[config.mk]
export PLATFORM = sky130hd
export DESIGN_NAME = mul_div_unit
export DESIGN_NICKNAME = d
export VERILOG_FILES = /design/src/rtl/mul_div_unit.sv
export SDC_FILE = /design/constraint.sdc
export NUM_CORES = 1
export LEC_CHECK = 0
export CORE_MARGIN = 10
export CORE_UTILIZATION = 65
export DETAILED_ROUTE_END_ITERATION = 8
export PLACE_DENSITY = 0.86
export RECOVER_POWER = 25
export SETUP_SLACK_MARGIN = 0.05
export SYNTH_ARGS = -nofsm -noshare
export SYNTH_HDL_FRONTEND = slang
export SYNTH_SLANG_ARGS = --single-unit
[constraint.sdc]
create_clock -name clk -period 21.7 [get_ports clk]
set_input_delay 2.17 -clock clk [delete_from_list [all_inputs] [get_ports clk]]
set_output_delay 2.17 -clock clk [all_outputs]
set_load 0.03 [all_outputs]
[src/rtl/mul_div_unit.sv]
// Iterative RV32M multiply/divide unit: 32-cycle shift-add multiply or restoring divide
// on operand magnitudes, followed by a sign-fix cycle and a one-cycle writeback pulse.
module mul_div_unit #(
   parameter int DATA_WIDTH = 32,
   parameter int ADD_WIDTH  = 5
) (
   input  logic                  clk,
   input  logic                  rst,
   input  logic                  start,
   input  logic [2:0]            funct3,
   input  logic [DATA_WIDTH-1:0] opA,
   input  logic [DATA_WIDTH-1:0] opB,
   input  logic [ADD_WIDTH-1:0]  rd,
   output logic                  busy,
   output logic                  done,
   output logic                  we,
   output logic [ADD_WIDTH-1:0]  rd_out,
   output logic [DATA_WIDTH-1:0] result
);
   localparam int W     = DATA_WIDTH;
   localparam int CNT_W = $clog2(DATA_WIDTH);

   typedef enum logic [1:0] {IDLE, CALC, FIX, DONE} state_t;

   state_t             state_reg, state_next;
   logic [2:0]         op_reg;
   logic [ADD_WIDTH-1:0] rd_reg;
   logic               sign_a_reg, sign_b_reg;
   logic [W-1:0]       mag_a_reg, mag_b_reg;
   logic [2*W-1:0]     prod_reg;
   logic [W:0]         rem_reg;
   logic [W-1:0]       quo_reg;
   logic [CNT_W-1:0]   cnt_reg;
   logic [W-1:0]       result_reg;

   // Operand decode at capture time
   logic         is_div_in, signed_a_in, signed_b_in, sign_a_in, sign_b_in;
   logic [W-1:0] mag_a_in, mag_b_in;

   always_comb begin
      is_div_in   = funct3[2];
      signed_a_in = is_div_in ? ~funct3[0] : (funct3 != 3'b011);
      signed_b_in = is_div_in ? ~funct3[0] : ~funct3[1];
      sign_a_in   = signed_a_in & opA[W-1];
      sign_b_in   = signed_b_in & opB[W-1];
      mag_a_in    = sign_a_in ? (~opA + 1'b1) : opA;
      mag_b_in    = sign_b_in ? (~opB + 1'b1) : opB;
   end

   // One iteration of each datapath; both advance in CALC, only the relevant one is used.
   logic [W:0]     mul_sum;
   logic [2*W-1:0] mul_next;
   logic [W:0]     div_shift, div_diff;
   logic           div_ge;

   always_comb begin
      mul_sum   = {1'b0, prod_reg[2*W-1:W]} + (prod_reg[0] ? {1'b0, mag_a_reg} : '0);
      mul_next  = {mul_sum, prod_reg[W-1:1]};
      div_shift = {rem_reg[W-1:0], quo_reg[W-1]};
      div_ge    = (div_shift >= {1'b0, mag_b_reg});
      div_diff  = div_shift - {1'b0, mag_b_reg};
   end

   // Sign correction and result selection
   logic           neg_res, div_zero;
   logic [2*W-1:0] prod_fix;
   logic [W-1:0]   quo_fix, rem_fix, a_orig, fix_value;

   always_comb begin
      neg_res  = sign_a_reg ^ sign_b_reg;
      div_zero = (mag_b_reg == '0);
      prod_fix = neg_res ? (~prod_reg + 1'b1) : prod_reg;
      quo_fix  = neg_res ? (~quo_reg + 1'b1) : quo_reg;
      rem_fix  = sign_a_reg ? (~rem_reg[W-1:0] + 1'b1) : rem_reg[W-1:0];
      a_orig   = sign_a_reg ? (~mag_a_reg + 1'b1) : mag_a_reg;
      fix_value = '0;
      case (op_reg)
         3'b000:                 fix_value = prod_fix[W-1:0];
         3'b001, 3'b010, 3'b011: fix_value = prod_fix[2*W-1:W];
         3'b100, 3'b101:         fix_value = div_zero ? '1 : quo_fix;
         default:                fix_value = div_zero ? a_orig : rem_fix;
      endcase
   end

   always_comb begin
      state_next = state_reg;
      case (state_reg)
         IDLE: if (start) state_next = CALC;
         CALC: if (cnt_reg == CNT_W'(W - 1)) state_next = FIX;
         FIX:  state_next = DONE;
         DONE: state_next = IDLE;
         default: state_next = IDLE;
      endcase
   end

   always_ff @(posedge clk or posedge rst) begin
      if (rst) begin
         state_reg  <= IDLE;
         op_reg     <= '0;
         rd_reg     <= '0;
         sign_a_reg <= 1'b0;
         sign_b_reg <= 1'b0;
         mag_a_reg  <= '0;
         mag_b_reg  <= '0;
         prod_reg   <= '0;
         rem_reg    <= '0;
         quo_reg    <= '0;
         cnt_reg    <= '0;
         result_reg <= '0;
      end else begin
         state_reg <= state_next;
         case (state_reg)
            IDLE: if (start) begin
               op_reg     <= funct3;
               rd_reg     <= rd;
               sign_a_reg <= sign_a_in;
               sign_b_reg <= sign_b_in;
               mag_a_reg  <= mag_a_in;
               mag_b_reg  <= mag_b_in;
               prod_reg   <= {{W{1'b0}}, mag_b_in};
               quo_reg    <= mag_a_in;
               rem_reg    <= '0;
               cnt_reg    <= '0;
            end
            CALC: begin
               prod_reg <= mul_next;
               rem_reg  <= div_ge ? div_diff : div_shift;
               quo_reg  <= {quo_reg[W-2:0], div_ge};
               cnt_reg  <= cnt_reg + 1'b1;
            end
            FIX: result_reg <= fix_value;
            default: ;
         endcase
      end
   end

   assign busy   = (state_reg != IDLE);
   assign done   = (state_reg == DONE);
   assign we     = done;
   assign rd_out = rd_reg;
   assign result = result_reg;

endmodule
==> flow_summary.ini <==
[status]
status = complete, but fails checks
violations = max-capacitance violations, max-slew violations

[timing]
skew_ns = 0.02083
finalSetupTns_ns = 0
worst_hold_slack_ns = 0.4929
max_freq_ghz = 0.1164
max-slew-margin-rel_pct = -175.5
fin_crit_ns = 8.593
period_share_pct = 39.60
rsz0062_at_grt = no
hold_viol = 0
slew_viol_final = 308
finalSetupViolCount = 0
worst_pin_slew_ns = 4.110

[clock_tree]
cts_sinks = 241
cts_buffer_depth = 3
cts_resized = 0
cts-htree-levels = 1
cts_setup_buffers = 0
cts_hold_buf = 0
clkLatencyLatePin_ns = 0.57
cts.clk_slew.worst_paths_ns = 0.06
clk_root_buffer_cell = clkbuf_16
cts_tree = done
numCtsBuffers = 28

[drt]
routed_via_density = 6.809
wl_per_cell_um = 23.84
drt_iter0_drc = 2532
first_pass_iters = 6
ant_nets = 0
drt-total-wl_um = 66670
drc = 0
num_vias = 19037

[floorplanning]
initial_utilization_pct = 66.19
die_h_um = 191.2
rows = 62
die_area_mm2 = 0.03655
die_w_um = 191.2
core-area_mm2 = 0.02878
pin_count = 115

[synthesis]
ys_warn_count = 0
synth_edf_count = 0
async_flop_share_pct = 100.0
yosys-top-cells-area = dfrtp_1 (32%), xor2_1 (5.9%), xnor2_1 (5.7%)
yosysTopAreaCell = dfrtp_1
avgSynthCellArea_um2 = 8.041
synth_top_area_share_pct = 31.66
ys_types = 84
yosys_most_used_dff = dfrtp_1
seq_area_frac_synth_pct = 31.66
synthCells = 2369
syn_nets = 2522
synth.cell_area_mm2 = 0.01905
synth_seq_cells = 241

[critical_path]
crit_slowest_cell = clkbuf_1
path_cells = dlygate4sd3_1 -> clkinvlp_2 -> clkbuf_1
max_stage_delay_ns = 2.96
arrival_ns = 8.01
crit_type = in -> async
reg2reg_depth = 8
end_kind = async pin
required_ns = 21.12
critPathLaunchType = input port
crit_start = rst
crit_end = sign_a_reg$_DFFE_PP0P_
r2r_end = quo_reg[16]$_DFFE_PP0P_
worstPathMaxFanout = 88
reg2reg_from = state_reg[0]$_DFFE_PP0P_
rrSetupSlack_ns = 17.55

[min_path]
hp-class = reg -> reg

[layout]
diodes = 0
layout_common_cells = nand2_1 (269), dfrtp_1 (240), o21ai_0 (212)
drive_above_1_share_pct = 4.643
largest_reg_flops = 64
area_delta_synth_final_pct = 12.09
fin_nets = 2543
final_common_cell = nand2_1

[global_route]
grt_max_degree = 91
grt_first_pass_wirelength_um = 102500
antenna_found_initial = 3
overflow = 0
grt_pass1_vias = 17836
grt_use_total_pct = 35.34

[power]
leakage_nw = 9.383
cellPowerDensity_mw_per_mm2 = 170.2
ir_drop_v = 0.0003015

[placement]
hpwl_um = 49010
gp_congestion = 1.076
port_buffers = 114

[job]
cap_violations = 5
-- cell families after synthesis --
logic type	after synthesis	synth area share [%]
buf+inv	222	4.466
fa+ha+maj	78	5.202
flops	241	31.66
compound gates	770	25.71
mux	35	1.990
simple gates	770	19.34
xor+xnor	253	11.63
-- area by class of cell --
type                            count  area, um2
Inverter                           79      297.8
Sequential cell                   241       6032
Timing Repair Buffer              134       1284
Tap cell                          384      480.5
Multi-Input combinational cell   1906      12210
Clock inverter                     16      261.5
Clock buffer                       36      792.0
Fill cell                        2184       7427
-- power by group --
part	internal, mW	switching, mW	leakage, nW	total (mW)
clock	0.340	0.211	0.520	0.550
combinational	0.772	1.34	5.88	2.11
sequential	0.640	0.331	2.98	0.970
-- synth_stat cells (17+ instances only) --
library cell  number
clkbuf_1         131
ha_1              76
or4_1             18
o41ai_1           21
inv_1             78
o211a_1           17
or3_1             31
nor3_1            50
xnor2_1          124
a211oi_1          21
a21oi_1          197
o31ai_1           46
nor4_1            33
a31oi_1           23
nor2_1           188
o211ai_1          35
dfrtp_1          241
a21o_1            57
and2_1            47
xor2_1           129
o21ai_0          210
nand2_1          269
nand3_1           26
mux2i_1           24
nand4_1           34
-- metrics by stage --
step                worst slack (ns)  cell area (um2)  std cells  utilization, %  total power, mW
finish                         13.11            21350       2796           74.19            3.635
global route                   11.97            21350       2796           74.19            3.811
CTS                            16.88            21400       2796           74.36            3.544
detailed placement             16.32            20350       2744           70.70            2.984
global placement               16.39            20350       2744           70.70            2.918
floorplan                      12.91            19050       2369               -            2.290
-- worst min path at each step --
stage,cells after the start,start,to
5_1_grt,1,rd_out[1]$_DFFE_PP0P_,rd_out[1]$_DFFE_PP0P_
3_3_place_gp,2,result[4]$_DFFE_PP0P_,result[4]$_DFFE_PP0P_
3_5_place_dp,2,result[2]$_DFFE_PP0P_,result[2]$_DFFE_PP0P_
2_1_floorplan,2,mag_b_reg[20]$_DFFE_PP0P_,mag_b_reg[20]$_DFFE_PP0P_
4_1_cts,2,result[0]$_DFFE_PP0P_,result[0]$_DFFE_PP0P_
6_report,2,result[0]$_DFFE_PP0P_,result[0]$_DFFE_PP0P_
-- routing by layer --
| metal | GRT usage (%) | wire (um) | part of all wire, % |
|---|---|---|---|
| met2 | 54.06 | 29170 | 44 |
| met5 | 0 | 0 | 0 |
| met1 | 48.20 | 27100 | 41 |
| met4 | 11.48 | 2525 | 3.8 |
| met3 | 8.728 | 7872 | 12 |
-- worst max-delay path: cells and delay by family --
family	cells	cell delay (ns)
buf+inv	3	5.78
(Power assumes the default switching activity.)
